$ cat config.mk
export PLATFORM = sky130hd
export DESIGN_NAME = operand_serializer
export DESIGN_NICKNAME = d
export VERILOG_FILES = /design/src/rtl/serializer_pkg.sv /design/src/rtl/piso_shift_reg.sv /design/src/rtl/operand_serializer.sv
export SDC_FILE = /design/constraint.sdc
export NUM_CORES = 1
export LEC_CHECK = 0
export ABC_AREA = 1
export CORE_AREA = 2 2 40 42
export CTS_CLUSTER_SIZE = 14
export DETAILED_ROUTE_END_ITERATION = 12
export DIE_AREA = 0 0 42 44
export PLACE_DENSITY = 0.73
export RECOVER_POWER = 25
export SETUP_SLACK_MARGIN = 0.5
export SYNTH_ARGS = -nofsm -noshare
export SYNTH_HDL_FRONTEND = slang
export SYNTH_HIERARCHICAL = 1
export SYNTH_SLANG_ARGS = --single-unit
$ cat constraint.sdc
create_clock -name clk -period 2.2 [get_ports clk]
set_input_delay 0.55 -clock clk [delete_from_list [all_inputs] [get_ports clk]]
set_output_delay 0.55 -clock clk [all_outputs]
set_load 0.05 [all_outputs]
$ cat src/rtl/serializer_pkg.sv
// Shared types and constants for the operand serializer slice.
// Latency: n/a (types and constants only).
// Backpressure: n/a.
//
// Contents:
//   ser_state_t    - serializer control state (IDLE / SHIFT)
//   SER_WIDTH_DEF  - default operand width
//   ser_cnt_w()    - bit-counter width for a given operand width
package serializer_pkg;

    localparam int SER_WIDTH_DEF = 4;

    typedef enum logic {
        IDLE  = 1'b0,
        SHIFT = 1'b1
    } ser_state_t;

    // A 2-bit operand still needs a 1-bit counter; $clog2(1) would give 0.
    function automatic int ser_cnt_w(input int width);
        return (width > 2) ? $clog2(width) : 1;
    endfunction

endpackage

$ cat src/rtl/piso_shift_reg.sv
// Parallel-in serial-out shift register; dout is always bit 0 of the register.
// Latency: load visible on dout the cycle after the load edge.
// Backpressure: none internally; the caller holds 'shift' low to freeze the register.
//
// Ports:
//   clk, reset    - clock, synchronous active-high reset (clears the register)
//   load, din     - parallel load (takes priority over shift)
//   shift         - shift right one place, zero-filling the MSB
//   dout          - current serial bit (register bit 0)
module piso_shift_reg #(
    parameter int WIDTH = 4
) (
    input  logic             clk,
    input  logic             reset,
    input  logic             load,
    input  logic             shift,
    input  logic [WIDTH-1:0] din,
    output logic             dout
);

    logic [WIDTH-1:0] r_data;

    always_ff @(posedge clk) begin
        if (reset) begin
            r_data <= '0;
        end else if (load) begin
            r_data <= din;
        end else if (shift) begin
            r_data <= {1'b0, r_data[WIDTH-1:1]};
        end
    end

    assign dout = r_data[0];

endmodule

$ cat src/rtl/operand_serializer.sv
// Serializes a pair of WIDTH-bit operands LSB-first with first/last markers.
// Latency: first bit pair valid the cycle after the accepting edge; WIDTH+1 cycles per pair unstalled.
// Backpressure: bit_ready low freezes state and outputs; in_ready is low for the whole stream.
//
// Ports:
//   clk, reset            - clock, synchronous active-high reset
//   in_valid/in_ready     - operand handshake, a/b sampled on the accepting edge only
//   a, b                  - WIDTH-bit unsigned operands
//   bit_valid/bit_ready   - serial bit-pair handshake
//   a_bit, b_bit          - current bit pair, LSB first
//   first, last           - bit pair is bit 0 / bit WIDTH-1
//   busy                  - a serialization is in progress
module operand_serializer
    import serializer_pkg::*;
#(
    parameter int WIDTH = SER_WIDTH_DEF
) (
    input  logic             clk,
    input  logic             reset,
    input  logic             in_valid,
    output logic             in_ready,
    input  logic [WIDTH-1:0] a,
    input  logic [WIDTH-1:0] b,
    output logic             bit_valid,
    input  logic             bit_ready,
    output logic             a_bit,
    output logic             b_bit,
    output logic             first,
    output logic             last,
    output logic             busy
);

    localparam int              CW       = ser_cnt_w(WIDTH);
    localparam logic [CW-1:0]   CNT_LAST = CW'(WIDTH - 1);

    ser_state_t     r_state;
    ser_state_t     w_next_state;
    logic [CW-1:0]  r_count;

    logic           w_accept;
    logic           w_xfer;
    logic           w_at_last;
    logic           w_a_dout;
    logic           w_b_dout;

    // Handshake qualifiers are derived from registered state, so no output
    // below depends combinationally on any input.
    assign w_accept  = (r_state == IDLE)  && in_valid;
    assign w_xfer    = (r_state == SHIFT) && bit_ready;
    assign w_at_last = (r_count == CNT_LAST);

    // ------------------------------------------------------------------
    // Operand shift registers
    // ------------------------------------------------------------------
    piso_shift_reg #(.WIDTH(WIDTH)) u_sr_a (
        .clk   (clk),
        .reset (reset),
        .load  (w_accept),
        .shift (w_xfer),
        .din   (a),
        .dout  (w_a_dout)
    );

    piso_shift_reg #(.WIDTH(WIDTH)) u_sr_b (
        .clk   (clk),
        .reset (reset),
        .load  (w_accept),
        .shift (w_xfer),
        .din   (b),
        .dout  (w_b_dout)
    );

    // ------------------------------------------------------------------
    // FSM: state register
    // ------------------------------------------------------------------
    always_ff @(posedge clk) begin
        if (reset) begin
            r_state <= IDLE;
        end else begin
            r_state <= w_next_state;
        end
    end

    // ------------------------------------------------------------------
    // FSM: next-state logic
    // ------------------------------------------------------------------
    always_comb begin
        w_next_state = r_state;
        unique case (r_state)
            IDLE: begin
                if (w_accept) begin
                    w_next_state = SHIFT;
                end
            end
            SHIFT: begin
                if (w_xfer && w_at_last) begin
                    w_next_state = IDLE;
                end
            end
            default: w_next_state = IDLE;
        endcase
    end

    // ------------------------------------------------------------------
    // FSM: outputs
    // ------------------------------------------------------------------
    // Bit and marker outputs are gated by SHIFT so that idle cycles always
    // present zeros, regardless of what is left in the shift registers.
    always_comb begin
        in_ready  = 1'b0;
        bit_valid = 1'b0;
        a_bit     = 1'b0;
        b_bit     = 1'b0;
        first     = 1'b0;
        last      = 1'b0;
        busy      = 1'b0;
        unique case (r_state)
            IDLE: begin
                in_ready = 1'b1;
            end
            SHIFT: begin
                bit_valid = 1'b1;
                busy      = 1'b1;
                a_bit     = w_a_dout;
                b_bit     = w_b_dout;
                first     = (r_count == '0);
                last      = w_at_last;
            end
            default: begin
                in_ready = 1'b0;
            end
        endcase
    end

    // ------------------------------------------------------------------
    // Bit counter: index of the bit pair currently on the outputs.
    // Cleared on load and after the last transfer, so it never wraps.
    // ------------------------------------------------------------------
    always_ff @(posedge clk) begin
        if (reset) begin
            r_count <= '0;
        end else if (w_accept) begin
            r_count <= '0;
        end else if (w_xfer) begin
            if (w_at_last) begin
                r_count <= '0;
            end else begin
                r_count <= r_count + 1'b1;
            end
        end
    end

endmodule
# Yosys cells after proc, flatten, opt, wreduce, memory -nomap -nowiden
# Index checks and enable logic that the tools add are counted.
[word_totals]
in_bits = 12
out_inout_bits = 7
word_cells = 27
ff_bits = 11
[classes]
add_sub_neg = 1
n_mux = 14
reduce_logical = 6
n_bitwise = 1
n_eq_ne = 1
[op_table]
columns = ["cell", "count"]
rows = [
  ["4-bit two-way mux", 4],
  ["1-bit two-way mux", 8],
  ["1-bit logical AND", 3],
  ["2-bit by 1-bit adder with 2-bit output (second input constant)", 1],
  ["2-bit equality test (second input constant)", 1],
  ["2-bit logical NOT", 1],
  ["2-bit two-way mux", 1],
  ["1-bit case mux with 2 select lines", 1],
  ["2-bit nonzero test", 1],
  ["2-bit OR reduction", 1],
  ["1-bit inverter", 1],
]

# Longest topological paths before layout
[logic_depth]
depth_word = 4
mapped_depth = 8
ltp_nobuf = 7

# Cells and area by module
# The synthesis kept the hierarchy.
[modules_own_cells]
columns = ["mod", "seq_area_each_um2", "instances", "cells_each", "area_per_inst_um2"]
rows = [
  ["piso_shift_reg", 80.1, 2, 29, 187.7],
  ["operand_serializer", 60.1, 1, 33, 225.2],
]

# Least setup slack after synthesis
# No wires, ideal clock.
[synth_path]
path_kind = "flip-flop to output port"
from = "register r_state"
to = "output last"
n_path_buf = 1
stages_incl_launch_ff = 4
arrival_ps = 1208
setup_slack_ps = 442
t_required_ps = 1650
cell_sequence = "dfxtp_1 buf_6 nand2_1 inv_1"
[synth_via]
elab_chain_len = 1
[synth_rtl]
columns = ["element", "line", "rtl"]
rows = [
  ["start, declared", "operand_serializer.sv:36", "ser_state_t r_state;"],
  ["start signal, assigned", "operand_serializer.sv:80", "r_state <= w_next_state;"],
  ["1-bit two-way mux", "operand_serializer.sv:117", "unique case (r_state)"],
  ["end, declared", "operand_serializer.sv:29", "output logic last,"],
]
# Every way passes these cells.

# Worst setup path after layout
[layout_path]
from = "register r_count[0]"
to = "output last"
[layout_via]
elab_chain_len = 2
[layout_rtl]
columns = ["element", "line", "rtl"]
rows = [
  ["start, declared", "operand_serializer.sv:38", "logic [CW-1:0] r_count;"],
  ["start signal, assigned", "operand_serializer.sv:148", "r_count <= r_count + 1'b1;"],
  ["2-bit equality test", "operand_serializer.sv:50", "assign w_at_last = (r_count == CNT_LAST);"],
  ["1-bit two-way mux", "operand_serializer.sv:117", ""],
]
# Every way passes these cells.

==> summary.txt <==
Status
  • Status: finished clean

Critical path
  • Worst-case reg-to-reg path depth: 5
  • Startpoint class of the critical path: flop
  • Critical Path AT: 1.09 ns
  • Setup crit end kind: output port
  • Crit Path Class: reg2out
  • CP Max Fanout: 4
  • Req. time, crit path: 1.65 ns

Clock network
  • CTS tree: built
  • Worst-Skew Late Latency: 0.27 ns
  • CTS Buf Count: 3
  • CTS sink cnt: 11
  • CTS root buf: clkbuf_4
  • Hold_buf cts: 0
  • Worst-path clk slew: 0.07 ns
  • H-tree Lvls: 1
  • Clk buf depth: 2

Worst hold path
  • Min-Delay Path Class: reg2reg
  • Worst hold stages: 2

Routing
  • DR vias: 584
  • Met3 routed WL: 80 microns
  • Initial DRC Count: 10
  • M1 wire length: 560 microns
  • Metal2 WL: 496 microns
  • Pre-antenna DRT Iters: 4
  • ANT nets after route: 0
  • Top layer in use: met4
  • Vias per cell: 4.56
  • Post-DR wirelength/cell: 9.02 microns
  • Drt drc: 0
  • Total wire length: 1150 microns

Logic synthesis
  • Post-synth top flop: dfxtp_1
  • Post-synth EDFFs: 0
  • Syn Area/Cell: 6.60 sq um
  • Cell taking the most area after synthesis: dfxtp_1
  • Asr flop ratio synth: 0
  • Most common cell in the synthesized netlist: nand2_1
  • Synthesis Warnings: 6
  • Synth cell count leaders: nand2_1, inv_1, dfxtp_1
  • Cell Area, Synth: 601 sq um
  • Seq/Total Area, Yosys: 0.367
  • Synth cell types: 17
  • #FFs+latches synth: 11
  • Post-synth top area share: 0.367
  • Synthesized Nets: 105
  • Main area contributors after synthesis: dfxtp_1, nand2_1, inv_1
  • Gate Count Post-Synth: 91

Die
  • Core area: 1420 sq um
  • Initial Utilization: 0.423
  • Die height: 44 microns
  • Die ar.: 1850 sq um
  • # IOs: 19
  • Die outline width: 42 microns
  • # rows: 14

STA
  • Tcrit/Tclk final: 0.744
  • # setup viols final: 0
  • Hold WS: 0.467 ns
  • Final Hold Fails: 0
  • Peak Freq: 0.611 GHz
  • RSZ-0062 raised after global routing: true
  • Slew Limit Fails: 0
  • Final total negative setup slack: 0 ns
  • Post-layout min period: 1.64 ns
  • Slew HR: 0.800
  • Worst Max-Slew Pin Slew: 0.296 ns
  • Clk_skew: 0.00152 ns

GRT
  • Overflow after GRT: 0
  • Initial antenna violation count: 0
  • GRT Total Usage: 0.142
  • First-pass GRT wire length: 1890 microns
  • Number of global-route vias before repair: 433
  • Largest net degree at the start of global routing: 13

Placement
  • Port-buffer cells: 18
  • Placed instance count: 124
  • Placer Congestion: 0.704
  • DP HPWL: 820 microns

Final layout
  • Filler Cells Inserted: 157
  • Final core occ: 0.573
  • Share of cells above drive strength 1: 0.223
  • P&R area growth vs syn: 35.4%
  • Non-filler cells, final: 128
  • Ant diodes: 0
  • Final net count: 127

Run
  • Max_cap viols: 0

Pwr
  • VDD IR-drop max: 0.000286 V
  • Cell Pwr Density: 575 nW/um^2
  • Leakage Power: 0.000424 uW
-- area by class of cell --
cell class	instances	area, sq um	area share
timing repair buffer	19	176	0.217
inverter	20	77.6	0.0954
sequential	11	226	0.278
clock buffer	4	26.3	0.0323
tap	16	20.0	0.0246
multi-input combinational	58	287	0.352
-- logic make-up (layout without fill, tap and decap cells) --
family	after synthesis	count (layout)	share of synthesized area
compound gates	9	9	0.0937
fa+ha+maj	2	2	0.0417
buf+inv	22	43	0.160
flops	11	11	0.367
simple gates	47	47	0.338
-- through the flow --
stage | setup slack (ns) | total power, uW | cell area, sq um
floorplan | 0.624 | 294 | 602
global placement | 0.384 | 332 | 781
detailed placement | 0.368 | 333 | 781
CTS | 0.500 | 475 | 815
global route | 0.475 | 498 | 813
finish | 0.563 | 467 | 813
-- path summary, 6_finish.rpt --
| path | startpoint | to | slack (ns) |
|---|---|---|---|
| max | r_count[0] | last | 0.56 |
| min | u_sr_a/r_data[3] | u_sr_a/r_data[3] | 0.47 |
| max reg2reg | r_state | u_sr_b/r_data[2] | 0.97 |
| min reg2reg | u_sr_a/r_data[3] | u_sr_a/r_data[3] | 0.47 |
-- repair_timing --
item	4_1_cts	5_1_grt
hold endpoints to repair	0	0
setup buffers	0	0
setup endpoints to repair	5	5
resized for setup	11	9
-- cell usage in the layout, fill, tap and decap left out --
cell type / synthesis / layout
a21oi_1: 4 / 4
a21oi_2: 3 / 3
buf_2: 0 / 2
buf_4: 1 / 3
buf_6: 1 / 2
clkbuf_1: 0 / 1
clkbuf_4: 0 / 3
clkdlybuf4s15_2: 0 / 1
clkdlybuf4s50_1: 0 / 10
dfxtp_1: 11 / 8
dfxtp_2: 0 / 2
dfxtp_4: 0 / 1
dlygate4sd3_1: 0 / 1
ha_2: 0 / 2
inv_1: 17 / 17
inv_2: 2 / 2
inv_4: 1 / 1
nand2_1: 32 / 32
nand2_2: 1 / 1
nand2_4: 1 / 1
nand3_1: 9 / 9
nor2_1: 2 / 3
nor2_2: 2 / 1
o21ai_0: 1 / 2
-- report_power, final --
part | internal [uW] | total, uW | switching (uW)
sequential | 211 | 220 | 9.46
combinational | 43.4 | 106 | 62.4
clock | 70.2 | 141 | 71.1
-- registers in the layout (all words and copies together) (netlist names) --
| signal | cells |
|---|---|
| r_count | 2 |
| r_state | 1 |
| u_sr_a/r_data | 4 |
| u_sr_b/r_data | 4 |
-- critical path: stages (launching register included) --
cell and delay (ns):
dfxtp_2 0.35, ha_2 0.20, nand2_1 0.05, inv_1 0.06, buf_6 0.15
-- metal layers --
| layer | GRT usage | vias up |
|---|---|---|
| met2 | 0.209 | 21 |
| met3 | 0.0417 | 2 |
| met5 | 0 | - |
| met1 | 0.172 | 245 |
| met4 | 0.116 | 0 |
| li1 | - | 316 |
Power figures use the tool's default switching activity.
